===== config.mk =====
export PLATFORM = sky130hd
export DESIGN_NAME = gen_gr_sb
export DESIGN_NICKNAME = d
export VERILOG_FILES = /design/src/rtl/gen_gr_sb.sv
export SDC_FILE = /design/constraint.sdc
export NUM_CORES = 2
export LEC_CHECK = 0
export ABC_CLOCK_PERIOD_IN_PS = 8770
export BUFFER_PORTS_ARGS = -buffer_cell sky130_fd_sc_hd__buf_2
export CAP_MARGIN = 25
export CORE_MARGIN = 2
export CORE_UTILIZATION = 30
export CTS_BUF_LIST = sky130_fd_sc_hd__clkbuf_2
export CTS_CLUSTER_SIZE = 10
export DETAILED_ROUTE_END_ITERATION = 10
export HOLD_SLACK_MARGIN = 0.02
export PLACE_DENSITY = 0.4
export SLEW_MARGIN = 20
export SYNTH_ARGS = -nofsm -noshare
export SYNTH_HDL_FRONTEND = slang
export SYNTH_SLANG_ARGS = --single-unit

===== constraint.sdc =====
create_clock -name clk_20M -period 8.77 [get_ports clk_20M]
set_input_delay 1.754 -clock clk_20M [delete_from_list [all_inputs] [get_ports clk_20M]]
set_output_delay 1.754 -clock clk_20M [all_outputs]
set_load 0.005 [all_outputs]

===== src/rtl/gen_gr_sb.sv =====
// General-register file with two bypassed read ports, one write port,
// a per-register busy scoreboard and a hardware clear sweep.
module gen_gr_sb #(
  parameter int unsigned XLEN = 32,
  parameter int unsigned NREG = 32,
  parameter int unsigned AW   = 5
) (
  input  logic            clk_20M,
  input  logic            rst_n,
  input  logic [AW-1:0]   rs1_n,
  input  logic            rs1,
  output logic [XLEN-1:0] s1_rd,
  output logic            rs1_busy,
  input  logic [AW-1:0]   rs2_n,
  input  logic            rs2,
  output logic [XLEN-1:0] s2_rd,
  output logic            rs2_busy,
  input  logic [AW-1:0]   rd_n,
  input  logic [XLEN-1:0] wd,
  input  logic            rd,
  input  logic            busy_set,
  input  logic [AW-1:0]   busy_n,
  input  logic            clr_req,
  output logic            ready
);

  localparam int unsigned LAST = NREG - 1;

  typedef enum logic {CLEAR, RUN} state_t;

  state_t            state, state_nx;
  logic [AW-1:0]     cptr, cptr_nx;
  logic              ready_nx;
  logic [NREG-1:0]   busy, busy_nx;
  logic [XLEN-1:0]   gr [NREG];
  logic              we;
  logic [AW-1:0]     widx;
  logic [XLEN-1:0]   wdat;
  logic              run;
  logic              byp1, byp2;

  assign run = (state == RUN);

  // State, sweep pointer, ready flag and scoreboard
  always_ff @(posedge clk_20M or negedge rst_n) begin
    if (!rst_n) begin
      state <= CLEAR;
      cptr  <= AW'(1);
      ready <= 1'b0;
      busy  <= '0;
    end else begin
      state <= state_nx;
      cptr  <= cptr_nx;
      ready <= ready_nx;
      busy  <= busy_nx;
    end
  end

  always_comb begin
    state_nx = state;
    cptr_nx  = cptr;
    ready_nx = ready;
    busy_nx  = busy;
    we       = 1'b0;
    widx     = cptr;
    wdat     = '0;
    unique case (state)
      CLEAR: begin
        we      = 1'b1;
        busy_nx = '0;
        if (clr_req) begin
          cptr_nx = AW'(1);
        end else if (cptr == AW'(LAST)) begin
          state_nx = RUN;
          ready_nx = 1'b1;
        end else begin
          cptr_nx = cptr + AW'(1);
        end
      end
      RUN: begin
        if (clr_req) begin
          state_nx = CLEAR;
          cptr_nx  = AW'(1);
          ready_nx = 1'b0;
          busy_nx  = '0;
        end else begin
          if (rd && rd_n != '0) begin
            we            = 1'b1;
            widx          = rd_n;
            wdat          = wd;
            busy_nx[rd_n] = 1'b0;
          end
          // New producer overrides a completing write to the same index
          if (busy_set && busy_n != '0) busy_nx[busy_n] = 1'b1;
        end
      end
      default: state_nx = CLEAR;
    endcase
    busy_nx[0] = 1'b0;
  end

  // Register array is deliberately not reset; the sweep initialises it
  always_ff @(posedge clk_20M) begin
    if (we) gr[widx] <= wdat;
  end

  assign byp1 = rd && (rd_n == rs1_n);
  assign byp2 = rd && (rd_n == rs2_n);

  always_comb begin
    s1_rd = '0;
    if (run && rs1 && rs1_n != '0) s1_rd = byp1 ? wd : gr[rs1_n];
  end

  always_comb begin
    s2_rd = '0;
    if (run && rs2 && rs2_n != '0) s2_rd = byp2 ? wd : gr[rs2_n];
  end

  assign rs1_busy = run && rs1 && busy[rs1_n] && !byp1;
  assign rs2_busy = run && rs2 && busy[rs2_n] && !byp2;

endmodule

==> Word-level counts from Yosys, hierarchy flattened <==
Memory sizes are Yosys's and may differ from the RTL's.
Cells that the tools add are included.
{ "totals": {"mem_bits_rw": 1024, "mem_count": 1, "out_inout_bits": 67, "input_bits": 59, "wordCells": 86, "reg_bits": 38} }
{ "classes": {"add_sub_neg": 1, "magnitude_cmp": 6, "eq_ne": 7, "bitwise": 4, "mux": 41, "reduce_logical": 22} }
{ "mem_list": {"columns": ["memory", "words", "width", "rd", "rd_ports_with_merged_regs", "write_ports", "line_no", "text"], "rows": [
  ["gr", 32, 32, 2, 0, 1, "35", "logic [XLEN-1:0] gr [NREG];"]
]} }
{ "ops": {"columns": ["op", "count"], "rows": [
  ["two-way mux 32 bit", 12],
  ["one-hot mux 32 bit (2 select lines)", 1],
  ["AND 32 bit", 1],
  ["inverter 32 bit", 1],
  ["bitwise OR 32 bit", 1],
  ["two-way mux 5 bit", 6],
  ["< comparator 5 x 6 -> 1 bit (second input constant)", 4],
  ["nonzero test 5 bit", 4],
  ["logical AND 1 bit", 14],
  ["two-way mux 1 bit", 14],
  ["binary-select mux 1 bit (select 5 bit)", 2],
  ["demux 1 bit (select 5 bit)", 2],
  ["== test 5 bit", 2],
  [">= comparator 5 x 1 -> 1 bit (second input constant)", 2],
  ["one-hot mux 5 bit (2 select lines)", 1],
  ["inequality test 2 bit (second input constant)", 3],
  ["one-hot mux 1 bit (2 select lines)", 3],
  ["adder 5 x 1 -> 5 bit (second input constant)", 1],
  ["== test 5 bit (second input constant)", 1],
  ["inequality test 3 bit (second input constant)", 1],
  ["AND reduction 3 bit", 1],
  ["logical NOT 1 bit", 2],
  ["AND reduction 2 bit", 1],
  ["inverter 1 bit", 1]
]} }

==> Logic depth before layout (Yosys ltp) <==
{ "depth": {"word_depth": 13, "mapped_depth": 10, "depth_no_buf": 7} }

==> Least setup slack after synthesis <==
No wires, ideal clock.
{ "synth_path": {"path_type": "input to output", "start": "input rs2_n[0]", "end": "output s2_rd[12]", "arrival_ns": 3.529, "slack_ns": 3.487, "path_stages": 6, "t_required_ns": 7.016, "cell_sequence": "buf_4 -> buf_2 -> buf_2 -> mux4_2 -> a2111oi_0 -> o31ai_1"} }
{ "synth_via": {"elab_chain_cells": 4, "elab_cells_between_ends": 7} }
{ "synth_lines": {"columns": ["item", "line_no", "text"], "rows": [
  ["start, declared", "14", "input logic [AW-1:0] rs2_n,"],
  ["parallel branches: the longest is 3 deep, another holds memory (32 x 32 bit)", null, null],
  ["two-way mux 32 bit *", "117", "if (run && rs2 && rs2_n != '0) s2_rd = byp2 ? wd : gr[rs2_n];"],
  ["end, declared", "16", "output logic [XLEN-1:0] s2_rd,"]
]} }
Mark *: on every way between the ends.

==> Worst setup path after layout <==
{ "layout_path": {"start": "input rs2_n[0]", "end": "output s2_rd[25]"} }
The elaborated chain is that of the path after synthesis.

==> flow_metrics.tcl <==
set metrics [dict create \
    detail_route.first_pass.iterations 5 \
    grt_max_degree 99 \
    p_comb_share_pct 9.3 \
    yosys.area.top_type "edfxtp_1" \
    slew_violations 0 \
    vias 33200 \
    drt_iter0_markers 3958 \
    r2r-end "gr[20][28]$_DFFE_PP_" \
    path_clk_slew_ps 100 \
    yosysSeqAreaShare_pct 62.4 \
    cts_buffers 314 \
    boundaryPins 126 \
    drt_wl_total_mm 212 \
    grt_pass1_vias 34600 \
    drive_above_1_share_pct 35.1 \
    grt_setup_unrepaired "no" \
    final_cell_mix "edfxtp_1 (1024), clkbuf_2 (447), mux4_2 (363)" \
    outcome "finished, final reports clean" \
    clockRootBuffer "clkbuf_2" \
    max-cap-violations 0 \
    dr.max_layer_used "met5" \
    fin_nets 3316 \
    r2r_slack_ps 4620 \
    synthCells 2927 \
    peakVddDrop_uv 141 \
    row_count 151 \
    place_congestion 0.800 \
    whs_ps 257 \
    synth_top_cell_area_share_pct 60.5 \
    hold_buffers 0 \
    dp_hpwl_mm 121 \
    fin_skew_ps 130 \
    switchingPower_mw 2.89 \
    clk_latency_ps 1750 \
    synth_edf_count 1024 \
    cp-start-kind "input port" \
    post_cts_buffers 0 \
    avgSynthCellArea_um2 17.4 \
    netlist_area_um2 50800 \
    wl_per_cell_um 37.3 \
    die_height_um 416 \
    synthArstFlopShare_pct 3.58 \
    hold_viol 0 \
    final_common_cell "edfxtp_1" \
    r2r-start "run$_DFF_PN0_" \
    grt_usage_pct 24.2 \
    p_sw_share_pct 28.3 \
    htreeDepth 5 \
    max_freq_mhz 139 \
    grt_first_pass_wirelength_mm 288 \
    rr_worst_depth 6 \
    p_int_mw 7.31 \
    p_clk_share_pct 35.6 \
    io_buffers 125 \
    syn2layout_area_growth_pct 12.7 \
    wl_met1_mm 87.6 \
    critPathCaptureType "output pin" \
    cts.sinks 1062 \
    drc 0 \
    initial_core_util_pct 30.1 \
    cts_resized 0 \
    finalCritPeriodShare_pct 81.8 \
    syn-num-nets 2988 \
    power.density_nw_per_um2 178 \
    core_region_area_um2 169000 \
    clockBufferDepth 4 \
    design_area_um2 57300 \
    synthTopCellsByArea "edfxtp_1 (60%), mux4_2 (16%), mux2i_1 (6.9%), dfrtp_1 (1.8%), a21oi_1 (1.4%)" \
    finalSetupTns_ps 0 \
    setup_viol 0 \
    hold_path_class "input port to async pin" \
    die_w_um 416 \
    cp.required_ps 7020 \
    crit_type "input port to output pin" \
    wl_met2_mm 103 \
    timing.final.crit_period_ps 7170 \
    viasPerCell 5.83 \
    tightestPinTransition_ps 1230 \
    synth.distinct_cells 62 \
    cp.arrival_ps 5420 \
    dieArea_um2 173000 \
    ys.warnings.count 0 \
    crit_fanout 58 \
    power_frac_seq_pct 55.1 \
    cts_tree "yes" \
    synth-seq-cells 1062 \
    wl_met3_mm 14.3 \
    synth_flop_cell "edfxtp_1" \
    grt-ovfl-total 0 \
    drtAntennaViolNets 0 \
    antenna_found_initial 12 \
    place_area_um2 54400 \
    timing.slew.headroom_pct 15.7 \
    p_leak_nw 17.9 \
]
[power by group through the flow]
stage / logic, mW / registers, mW / clock network (mW)
final: 0.951 / 5.62 / 3.63
after global routing: 0.988 / 5.63 / 4.01
after CTS: 0.954 / 5.62 / 3.76
after detailed placement: 0.951 / 5.73 / 0
after global placement: 0.937 / 5.73 / 0
after floorplan: 0.552 / 5.72 / 0
[logic make-up (layout without fill, tap and decap cells)]
family,Yosys count,in the layout,share of synthesized area (%)
AND/OR/NAND/NOR,281,281,2.67
XOR/XNOR,13,13,0.224
multiplexers,753,753,23.9
flip-flops,1062,1062,62.4
buffers and inverters,251,780,2.64
AO/OA/AOI/OAI,565,565,8.20
other,0,11,0
adder cells (fa/ha/maj),2,2,0.0492
[area by class of cell]
| type | instances | area (um^2) |
|---|---|---|
| Fill cell | 16300 | 112000 |
| Sequential cell | 1062 | 31700 |
| Multi-Input combinational cell | 1614 | 18200 |
| Tap cell | 2218 | 2780 |
| Clock buffer | 447 | 2240 |
| Timing Repair Buffer | 258 | 2030 |
| Clock inverter | 70 | 332 |
| Antenna cell | 11 | 27.5 |
| Inverter | 5 | 20.0 |
[Yosys cell counts (22+ instances only)]
cell       number
a2111oi_0      24
a211oi_1       23
a21oi_1       142
a221oi_1       25
a22o_1         75
a22oi_1        40
a32o_1         25
and2_1         39
buf_2          75
buf_4          45
clkbuf_1       94
dfrtp_1        37
edfxtp_1     1024
mux2_2         41
mux2i_1       348
mux4_2        363
nand2_1       104
nor2_1         70
nor2b_1        22
o21ai_0        49
o221ai_1       73
o22ai_1        22
o31ai_1        24
[critical path, stage by stage]
cell and delay (ps):
buf_8 580, buf_4 750, mux4_2 610, mux2i_1 140
nor2_1 50, a2111oi_0 1040, o31ai_1 170, buf_2 190
[registers in the layout (all words and copies together) (netlist names)]
signal	cells
ready	1
run	1
cptr	5
busy	31
gr	1024
[stage by stage]
| step | utilization [%] | cells | setup WS (ps) | power (mW) |
|---|---|---|---|---|
| detailed placement | 32.2 | 5140 | 1720 | 6.68 |
| global placement | 32.1 | 5128 | 1610 | 6.66 |
| global route | 33.9 | 5683 | 1550 | 10.6 |
| floorplan | - | 2927 | 3490 | 6.27 |
| CTS | 33.7 | 5657 | 1720 | 10.3 |
| finish | 33.9 | 5685 | 1600 | 10.2 |
[worst max path at each step]
stage / startpoint / endpoint / slack [ps] / depth (start not counted)
floorplan: rs2_n[0] / s2_rd[12] / 3490 / 6
global placement: rs2_n[0] / s2_rd[25] / 1610 / 8
detailed placement: rs2_n[0] / s2_rd[25] / 1720 / 8
CTS: rs2_n[0] / s2_rd[25] / 1720 / 8
global route: rs2_n[0] / s2_rd[25] / 1550 / 8
finish: rs2_n[0] / s2_rd[25] / 1600 / 8
[metal layers]
| metal | vias up | track usage (%) |
|---|---|---|
| met5 | - | 0 |
| met4 | 2 | 8.25 |
| met3 | 365 | 5.01 |
| met2 | 1649 | 40.0 |
| met1 | 17900 | 31.5 |
| li1 | 13200 | - |
(Power assumes the default switching activity.)
